===== config.mk =====
export PLATFORM = sky130hd
export DESIGN_NAME = fetch_unit
export DESIGN_NICKNAME = d
export VERILOG_FILES = /design/src/rtl/fetch_unit.sv
export SDC_FILE = /design/constraint.sdc
export NUM_CORES = 1
export LEC_CHECK = 0
export BUFFER_PORTS_ARGS = -buffer_cell sky130_fd_sc_hd__buf_2
export CORE_ASPECT_RATIO = 1.75
export CORE_MARGIN = 5
export CORE_UTILIZATION = 45
export CTS_BUF_LIST = sky130_fd_sc_hd__clkbuf_4
export CTS_CLUSTER_DIAMETER = 30
export DETAILED_ROUTE_END_ITERATION = 8
export HOLD_SLACK_MARGIN = 0.02
export PLACE_DENSITY = 0.8
export SETUP_SLACK_MARGIN = 0.1
export SLEW_MARGIN = 10
export SYNTH_ARGS = -nofsm -noshare
export SYNTH_HDL_FRONTEND = slang
export SYNTH_SLANG_ARGS = --single-unit

===== constraint.sdc =====
create_clock -name clk_i -period 4.2 [get_ports clk_i]
set_input_delay 0.63 -clock clk_i [delete_from_list [all_inputs] [get_ports clk_i]]
set_output_delay 0.63 -clock clk_i [all_outputs]
set_load 0.005 [all_outputs]

===== src/rtl/fetch_unit.sv =====
// fetch_unit: instruction fetch stage feeding the main decoder.
//
// Owns the PC and runs a single-outstanding req/ack fetch from instruction
// memory. A fetched word is held (with its op_code split out) until the
// decode stage consumes it. The decoder's branch/jump results for the held
// word, plus the ALU condition and target, then select the next PC, or stop
// fetch on an illegal opcode or a misaligned redirect.
//
// Ports:
//   clk_i, rst_i        clock; asynchronous active-high reset
//   imem_req_o          fetch request valid
//   imem_addr_o         fetch address (= PC)
//   imem_ack_i          memory accepts request; imem_rdata_i valid same cycle
//   imem_rdata_i        instruction word
//   instr_valid_o       instr_o / instr_pc_o / op_code_o hold a valid word
//   instr_ready_i       decode consumes the held word this cycle
//   instr_o             held instruction word
//   instr_pc_o          address of the held word
//   op_code_o           instr_o[6:0]
//   branch_i            decoder branch flag for the held word
//   jump_i              2'b01 seq, 2'b10 jal, 2'b11 illegal, 2'b00 seq
//   cond_i              branch condition from the ALU
//   target_i            branch/jal target
//   halted_o            fetch stopped until reset
//   halt_cause_o        2'b00 none, 2'b01 illegal opcode, 2'b10 misaligned
//   instret_o           count of consumed instructions

module fetch_unit #(
  parameter logic [31:0] RESET_PC = 32'h0000_0000
) (
  input  logic        clk_i,
  input  logic        rst_i,
  output logic        imem_req_o,
  output logic [31:0] imem_addr_o,
  input  logic        imem_ack_i,
  input  logic [31:0] imem_rdata_i,
  output logic        instr_valid_o,
  input  logic        instr_ready_i,
  output logic [31:0] instr_o,
  output logic [31:0] instr_pc_o,
  output logic [6:0]  op_code_o,
  input  logic        branch_i,
  input  logic [1:0]  jump_i,
  input  logic        cond_i,
  input  logic [31:0] target_i,
  output logic        halted_o,
  output logic [1:0]  halt_cause_o,
  output logic [31:0] instret_o
);

  typedef enum logic [1:0] {StStart, StFetch, StHold, StHalt} state_e;

  localparam logic [1:0] JumpJal     = 2'b10;
  localparam logic [1:0] JumpIllegal = 2'b11;

  localparam logic [1:0] CauseNone    = 2'b00;
  localparam logic [1:0] CauseIllegal = 2'b01;
  localparam logic [1:0] CauseAlign   = 2'b10;

  state_e      state_q, state_d;
  logic [31:0] pc_q, pc_d;
  logic [31:0] instr_q, instr_d;
  logic [31:0] instret_q, instret_d;
  logic [1:0]  cause_q, cause_d;

  logic redirect;

  assign redirect = (jump_i == JumpJal) || (branch_i && cond_i);

  always_ff @(posedge clk_i or posedge rst_i) begin
    if (rst_i) begin
      state_q   <= StStart;
      pc_q      <= RESET_PC;
      instr_q   <= 32'h0;
      instret_q <= 32'h0;
      cause_q   <= CauseNone;
    end else begin
      state_q   <= state_d;
      pc_q      <= pc_d;
      instr_q   <= instr_d;
      instret_q <= instret_d;
      cause_q   <= cause_d;
    end
  end

  always_comb begin
    state_d   = state_q;
    pc_d      = pc_q;
    instr_d   = instr_q;
    instret_d = instret_q;
    cause_d   = cause_q;

    unique case (state_q)
      StStart: state_d = StFetch;

      // imem_ack_i is only looked at here, so stray acks elsewhere are inert.
      StFetch: begin
        if (imem_ack_i) begin
          instr_d = imem_rdata_i;
          state_d = StHold;
        end
      end

      // Control inputs only matter on the consume edge. On a halt the PC is
      // left on the offending instruction so it can be inspected afterwards.
      StHold: begin
        if (instr_ready_i) begin
          instret_d = instret_q + 32'd1;
          if (jump_i == JumpIllegal) begin
            cause_d = CauseIllegal;
            state_d = StHalt;
          end else if (redirect && (target_i[1:0] != 2'b00)) begin
            cause_d = CauseAlign;
            state_d = StHalt;
          end else if (redirect) begin
            pc_d    = target_i;
            state_d = StFetch;
          end else begin
            pc_d    = pc_q + 32'd4;
            state_d = StFetch;
          end
        end
      end

      StHalt: state_d = StHalt;

      default: state_d = StStart;
    endcase
  end

  assign imem_req_o    = (state_q == StFetch);
  assign imem_addr_o   = pc_q;
  assign instr_valid_o = (state_q == StHold);
  assign instr_o       = instr_q;
  assign instr_pc_o    = pc_q;
  assign op_code_o     = instr_q[6:0];
  assign halted_o      = (state_q == StHalt);
  assign halt_cause_o  = cause_q;
  assign instret_o     = instret_q;

endmodule


# Yosys cells after proc, flatten, opt, wreduce, memory -nomap -nowiden
# Index checks and enable logic that the tools add are counted.
# Widths: inputs -> output; s select.
# totals
ff_bits,100
out_inout_bits,140
# op_classes
n_mux,8
addsub,2
reduce_logical,11
eq_ne,7
bitwise_logic,2
# op_table
operator,count
$add 32x1->32 const B,1
$add 32x3->32 const B,1
$mux 32,1
$mux 2,6
$eq 2x2->1 const B,4
$pmux 2 s4,1
$reduce_and 2->1,3
$ne 2x1->1 const B,2
$reduce_and 4->1,1
$reduce_bool 2->1,2
$reduce_and 3->1,1
$eq 2x1->1 const B,1
$logic_and 1x1->1,2
$logic_not 2->1,1
$not 1->1,2
$logic_or 1x1->1,1

# Depth between registers and ports, before layout
# Gate-level depths: netlist of the first run.
# logic_depth
depth_word,7
mapped_depth,7

# Worst setup path after synthesis of the first run
# Ideal clock, no wire load.
# synth_path
path_type,input to register
startpoint,input port jump_i[0]
endpoint,"register pc_q[21], in the netlist imem_addr_o[21]"
setup_slack_ns,2.198
arrival_time_ns,1.854
path_stages,6
setup_time_ns,0.148
t_required_ns,4.052
n_path_buf,1
cell_sequence,or3_4 -> o22a_1 -> buf_2 -> or3_1 -> o21ai_0 -> a211oi_1
# synth_via
elab_chain_cells,5
# synth_rtl
element,line_no,rtl
from (decl),43,"input logic [1:0] jump_i,"
$eq 2x2->1,68,assign redirect = (jump_i == JumpJal) || (branch_i && cond_i);
$logic_or 1x1->1,68,
$logic_and 1x1->1,112,end else if (redirect && (target_i[1:0] != 2'b00)) begin
$not 1->1 (no source line),-,
$reduce_and 4->1 (no source line),-,
to (signal assigned),79,pc_q <= pc_d;
to (decl),61,"logic [31:0] pc_q, pc_d;"
# Parallel ways exist; a longest one is shown, timed or not.
# A chain may end at the register's enable or synchronous reset.

# Worst setup path after layout of the first run
# layout_path
startpoint,register state_q[0]
endpoint,"register pc_q[25], in the netlist imem_addr_o[25]"
# layout_via
elab_chain_cells,2
# layout_rtl
element,line_no,rtl
from (decl),60,"state_e state_q, state_d;"
from (signal assigned),72,state_q <= StStart;
from (signal assigned),78,state_q <= state_d;
$eq 2x2->1,93,unique case (state_q)
$reduce_and 4->1 (no source line),-,
# Every way passes these cells.

==> run_results.csv, run 1 <==
group,metric,value,unit
setup_path,critPathMaxFanout,24,
setup_path,slowest_stage,"o22a_1",
drt,wl_per_cell,17.51,um
setup_path,rr_startpoint,"state_q[0]",
timing,clock.fmax,456.4,MHz
synthesis,synth_edf_count,0,
synthesis,syn_area,5162,um^2
synthesis,yosysWarnings,0,
setup_path,worstPathBufferInverterCount,0,
clocking,postCtsSetupRepairBufs,0,
drt,avgViaCountPerCell,5.600,
final_layout,layout-drive-gt1-share,41.26,%
timing,period_share,52.17,%
clocking,hold_buffers,0,
floorplan,io_pins,212,
timing,setup_viol,0,
placed_design,dp_slack,1.702,ns
setup_path,r2r_slack,2.01,ns
setup_path,cp_top_family,"simple AND/OR/NAND/NOR gates",
power,worst_ir_drop_vdd,0.2370,mV
placed_design,place_hpwl,11130,um
synthesis,ys_ff_latch,100,
floorplan,die_x,90.97,um
setup_path,arrival,2.57,ns
setup_path,reg2reg_to,"imem_addr_o[25]",
global_route,grt_pass1_vias,4693,
clocking,numCtsBuffers,9,
timing,whs,0.3422,ns
global_route,grt_overflow,0,
drt,drc,0,
clocking,htreeDepth,3,
global_route,grt_first_pass_wirelength,22940,um
global_route,antenna_found_initial,1,
timing,worst_pin_slew,0.8280,ns
clocking,ctsResizeCount,0,
clocking,cts_root_buf,"clkbuf_4",
drt,first_pass_iters,4,
setup_path,critical_path_class,"reg -> reg",
setup_path,ff2ff_path_depth,5,
timing,hold_viol,0,
timing,grt_setup_unrepaired,"false",
timing,relSlewSlack,44.80,%
clocking,cts_buffer_depth,2,
synthesis,synth_area_leaders,"dfrtp_1 (48%), mux2_2 (7.2%), buf_4 (5.8%)",
timing,maxSlewViolCount,0,
drt,drtIter0Drc,159,
drt,route.vias.total,4558,
synthesis,syn_avg_cell_area,10.18,um^2
synthesis,synth_top_area_share,48.47,%
power,p_per_area,420.2,nW/um^2
min_path,holdCritPathClass,"in -> async",
clocking,cts.sinks,100,
timing,fin_crit,2.191,ns
synthesis,synthesis.nets,581,
synthesis,synth_largest_area_cell,"dfrtp_1",
synthesis,synth_cell_type_count,57,
final_layout,area_delta_synth_final,19.95,%
synthesis,ys_seq_area_share,48.47,%
drt,ant_nets,0,
final_layout,instances_no_fill,814,
final_layout,n_fill_cell,978,
clocking,cts_tree,"done",
placed_design,gp_congestion,0.8697,
synthesis,synth_flop_cell,"dfrtp_1",
timing,setup-tns-final,0,ns
setup_path,critPathLaunchType,"flop",
clocking,clk_latency,0.44,ns
power,totalPowerFinal,2.602,mW
setup_path,crit_path_end_kind,"flop",
synthesis,synthArstFlopShare,100.0,%
placed_design,place_inst,797,
floorplan,row_count,51,
clocking,path_clk_slew,0.18,ns
timing,finalClockSkew,0.01727,ns
outcome,run_status,"complete, no violations",
power,p_leak,3.128,nW
setup_path,required,4.58,ns
floorplan,die_y,151.7,um
floorplan,coreArea,11170,um^2
job,drv_cap,0,
global_route,grt_max_degree,68,
placed_design,portBuffers,211,
timing,setup_ws,2.009,ns
setup_path,path_cells,"nand3b_1, o22a_1, or3_1, mux2_2, nand3_1",
floorplan,dieArea,13800,um^2
floorplan,initial_core_util,46.23,%
final_layout,fin_nets,750,
synthesis,synthCells,507,
setup_path,slowest_delay,0.55,ns
drt,routed_wl,14260,um
global_route,grt_use_total,20.49,%
-- power by group --
| part | switching [mW] | internal [mW] |
|---|---|---|
| clock network | 0.357 | 0.139 |
| logic | 0.315 | 0.408 |
| registers | 0.197 | 1.19 |
-- worst max-delay path by stage --
stage / startpoint / to / slack (ns) / depth (start not counted)
after global routing: state_q[0] / imem_addr_o[25] / 1.85 / 5
after global placement: jump_i[0] / imem_addr_o[25] / 1.72 / 6
after floorplan: rst_i / halt_cause_o[0] / 0.95 / 1
final: state_q[0] / imem_addr_o[25] / 2.01 / 5
after CTS: state_q[0] / imem_addr_o[25] / 2.03 / 5
after detailed placement: jump_i[0] / imem_addr_o[25] / 1.70 / 6
-- worst reg2reg max path, delay by kind of cell, from the launching register on --
| family | cells | cell delay [ns] |
|---|---|---|
| AO/OA/AOI/OAI | 1 | 0.55 |
| AND/OR/NAND/NOR | 3 | 0.87 |
| multiplexers | 1 | 0.26 |
| flip-flops | 1 | 0.46 |
-- kinds of logic (layout without fill, tap and decap cells) --
group                      Yosys count  in the layout  synth area share [%]
and+or+nand+nor                    173            173                 17.91
other                                0              1                     0
buffers and inverters               73            247                 8.410
xor gates and xnor gates            31             31                 5.259
AOI/OAI and AO/OA                   93             93                 11.88
DFF                                100            100                 48.47
adders and majority gates            2              2                0.4847
muxes                               35             35                 7.586
-- per-stage QoR --
stage                     utilization [%]  area, um^2
after floorplan                         -        5162
after global placement              54.17        6050
after detailed placement            54.17        6050
after CTS                           55.43        6190
after global routing                55.45        6192
final                               55.45        6192
-- area by class of cell --
class                           count  area, um^2  share of cell area (%)
Inverter                           14       55.05                  0.8891
Multi-Input combinational cell    334        2226                   35.95
Tap cell                          132       165.2                   2.667
Clock inverter                      7       72.57                   1.172
Antenna cell                        1       2.502                 0.04041
Timing Repair Buffer              217        1101                   17.78
Clock buffer                        9       67.56                   1.091
Sequential cell                   100        2502                   40.41
-- cell usage after synthesis (all sizes together), types with 3 or more instances --
cell / number
o22ai: 5
and3: 10
a31oi: 4
nor4: 5
inv: 14
or3: 7
xor2: 8
nor3: 11
nand3: 27
a2bb2oi: 4
a211oi: 4
o21ai: 19
buf: 53
nor2: 39
and2: 5
a21oi: 27
mux2: 33
a311oi: 3
dfrtp: 100
o22a: 5
xnor2: 23
nand4: 20
nand2: 39
o32ai: 3
clkbuf: 6
-- flip-flops by register name, indices dropped and copies added (netlist names) --
name and flops:
halt_cause_o 2, imem_addr_o 32, instr_o 32, instret_o 32, state_q 2
-- layer usage --
layer	global-route usage, %	share of wire (%)
met1	22.49	36
met2	37.97	54
met3	5.089	7.6
met4	7.269	1.8
met5	0	0
-- layout by cell type, fill, tap and decap left out, types with 3 or more instances in the layout --
master	count
o21ai_0	18
inv_6	3
nor3_1	7
and2_1	5
and3_1	10
o32ai_1	3
inv_1	13
o22a_1	5
buf_4	6
nand2_1	39
a21oi_1	27
nor3_2	3
clkbuf_4	9
nand3_1	25
nor2_1	39
nor4_1	4
dfrtp_1	100
a211oi_1	4
a2bb2oi_1	4
mux2_2	33
buf_2	211
xor2_1	8
a311oi_1	3
xnor2_1	23
nand4_1	19
a31oi_1	4
o22ai_1	4
or3_1	6
Power figures use the tool's default switching activity.
==> run 2: changes to the inputs <==
--- a/config.mk
+++ b/config.mk
@@ -13,7 +13,7 @@
 export CTS_CLUSTER_DIAMETER = 30
 export DETAILED_ROUTE_END_ITERATION = 8
 export HOLD_SLACK_MARGIN = 0.02
-export PLACE_DENSITY = 0.8
+export PLACE_DENSITY = 0.83
 export SETUP_SLACK_MARGIN = 0.1
 export SLEW_MARGIN = 10
 export SYNTH_ARGS = -nofsm -noshare
==> constraint.sdc (replaced) <==
create_clock -name clk_i -period 1.9 [get_ports clk_i]
set_input_delay 0.285 -clock clk_i [delete_from_list [all_inputs] [get_ports clk_i]]
set_output_delay 0.285 -clock clk_i [all_outputs]
set_load 0.005 [all_outputs]
==> run 2 against run 1 <==
  * Clock power is 110% higher
  * Die area stayed put
  * Combinational power grew to 2.8 times the previous value
  * Total power is 130% higher
==> run_results.csv, run 2 (synthesis results as in run 1) <==
group,metric,value,unit
global_route,antenna_found_initial,0,
clocking,cts_tree,"done",
power,p_leak,3.493,nW
clocking,cts_root_buf,"clkbuf_4",
drt,drtIter0Drc,187,
clocking,clk_latency,0.46,ns
outcome,run_status,"complete, no violations",
drt,first_pass_iters,5,
final_layout,utilization,61.30,%
final_layout,fin_nets,819,
global_route,grt_use_total,21.87,%
floorplan,io_pins,212,
timing,worst_pin_slew,0.5653,ns
timing,fin_crit,1.773,ns
final_layout,layout-drive-gt1-share,46.53,%
clocking,path_clk_slew,0.18,ns
timing,clock.fmax,564.0,MHz
final_layout,antennaDiodeCount,0,
clocking,htreeDepth,3,
timing,grt_setup_unrepaired,"true",
global_route,use_met3,5.089,%
drt,wl_per_cell,17.92,um
drt,route.vias.total,4953,
setup_path,critPathLaunchType,"flop",
floorplan,die_y,151.7,um
placed_design,gp_congestion,0.8934,
timing,finalClockSkew,0.02380,ns
global_route,grt_busiest_layer,"met2",
setup_path,critical_path_class,"reg -> reg",
floorplan,coreArea,11170,um^2
floorplan,dieArea,13800,um^2
global_route,grt_util_met2,40.72,%
drt,routed_wl,15810,um
global_route,use_met1,23.17,%
drt,avgViaCountPerCell,5.616,
clocking,cts_buffer_depth,2,
final_layout,final_common_cell,"buf_2",
global_route,grt_overflow,0,
floorplan,initial_core_util,46.23,%
timing,hold_viol,0,
final_layout,layout_common_cells,"buf_2 (211), dfrtp_1 (95), buf_4 (56)",
setup_path,crit_path_end_kind,"flop",
setup_path,arrival,2.12,ns
timing,setup_viol,0,
clocking,cts.sinks,100,
global_route,grt_first_pass_wirelength,24600,um
drt,drc,0,
setup_path,critPathMaxFanout,10,
min_path,holdCritPathClass,"in -> reg",
floorplan,row_count,51,
timing,period_share,93.31,%
power,worst_ir_drop_vdd,0.6460,mV
job,drv_cap,0,
setup_path,required,2.24,ns
global_route,grt_pass1_vias,5025,
power,p_per_area,879.8,nW/um^2
timing,relSlewSlack,62.31,%
final_layout,n_fill_cell,910,
global_route,grt_max_degree,101,
timing,maxSlewViolCount,0,
placed_design,portBuffers,211,
placed_design,place_hpwl,11740,um
clocking,numCtsBuffers,9,
timing,setup-tns-final,0,ns
final_layout,area_delta_synth_final,32.60,%
drt,ant_nets,0,
floorplan,die_x,90.97,um
==> run 2: cell types whose count changed in the layout (fill, tap and decap cells not counted), moves of 3 or more <==
cell / previous run / this run
dlygate4sd3_1: 0 / 16
o21ai_1: 1 / 4
dfrtp_2: 0 / 5
o21ai_0: 18 / 14
buf_12: 0 / 3
dfrtp_1: 100 / 95
buf_4: 6 / 56
==> run 2: through the flow <==
stage	std cells	hold slack, ns	area (um^2)	total power [mW]	setup WS (ns)
2_1_floorplan	507	0.3798	5166	3.999	0.1977
3_3_place_gp	836	0.4564	6381	4.797	0.05339
3_5_place_dp	836	0.4554	6381	4.902	0.01725
4_1_cts	870	0.02007	6694	5.996	0.09267
5_1_grt	882	0.01863	6845	6.396	0.04211
6_report	882	0.05929	6845	6.022	0.1271
==> run 2: metal layers <==
layer / vias up / wire length, um
met5: - / 0
met1: 2376 / 5387
met3: 44 / 1303
met4: 0 / 551
li1: 2245 / -
met2: 288 / 8566
==> run 2: path summary, 6_finish.rpt <==
kind	from	end	slack [ns]	depth (start not counted)
max reg2reg	state_q[0]	imem_addr_o[21]	0.13	6
max in group asynchronous	rst_i	state_q[1]	0.92	4
max	state_q[0]	imem_addr_o[21]	0.13	6
min reg2reg	instret_o[31]	instret_o[31]	0.47	1
min in group asynchronous	rst_i	instr_o[23]	0.48	4
min	imem_rdata_i[7]	instr_o[7]	0.06	2
==> run 2: power breakdown <==
part           total [mW]  internal, mW  switching (mW)
registers            2.95          2.62           0.330
clock network        1.06         0.289           0.769
logic                2.01          1.11           0.902
==> run 2: cell type report <==
| type | instances | area (um^2) | area share, % |
|---|---|---|---|
| multi-input combinational | 334 | 2293 | 33.50 |
| sequential | 100 | 2509 | 36.65 |
| tap | 132 | 165.2 | 2.413 |
| clock buffer | 9 | 67.56 | 0.9870 |
| clock inverter | 7 | 57.56 | 0.8408 |
| inverter | 14 | 56.30 | 0.8225 |
| timing repair buffer | 286 | 1697 | 24.79 |
==> run 2: timing repair <==
action	in CTS	in global routing
hold buffers	16	0
gates resized for setup	2	23
endpoints found under the hold margin	115	0
pin swaps	1	6
buffers inserted	2	12
cloned	0	0
endpoints found under the setup margin	5	20
==> run 2: worst max-delay path, cell delays in order (launching register included) <==
cell and delay [ns]:
dfrtp_1 0.45, nand3b_1 0.25, o22a_2 0.28, buf_4 0.18, or3_1 0.36, o21ai_0 0.09, a211oi_1 0.06
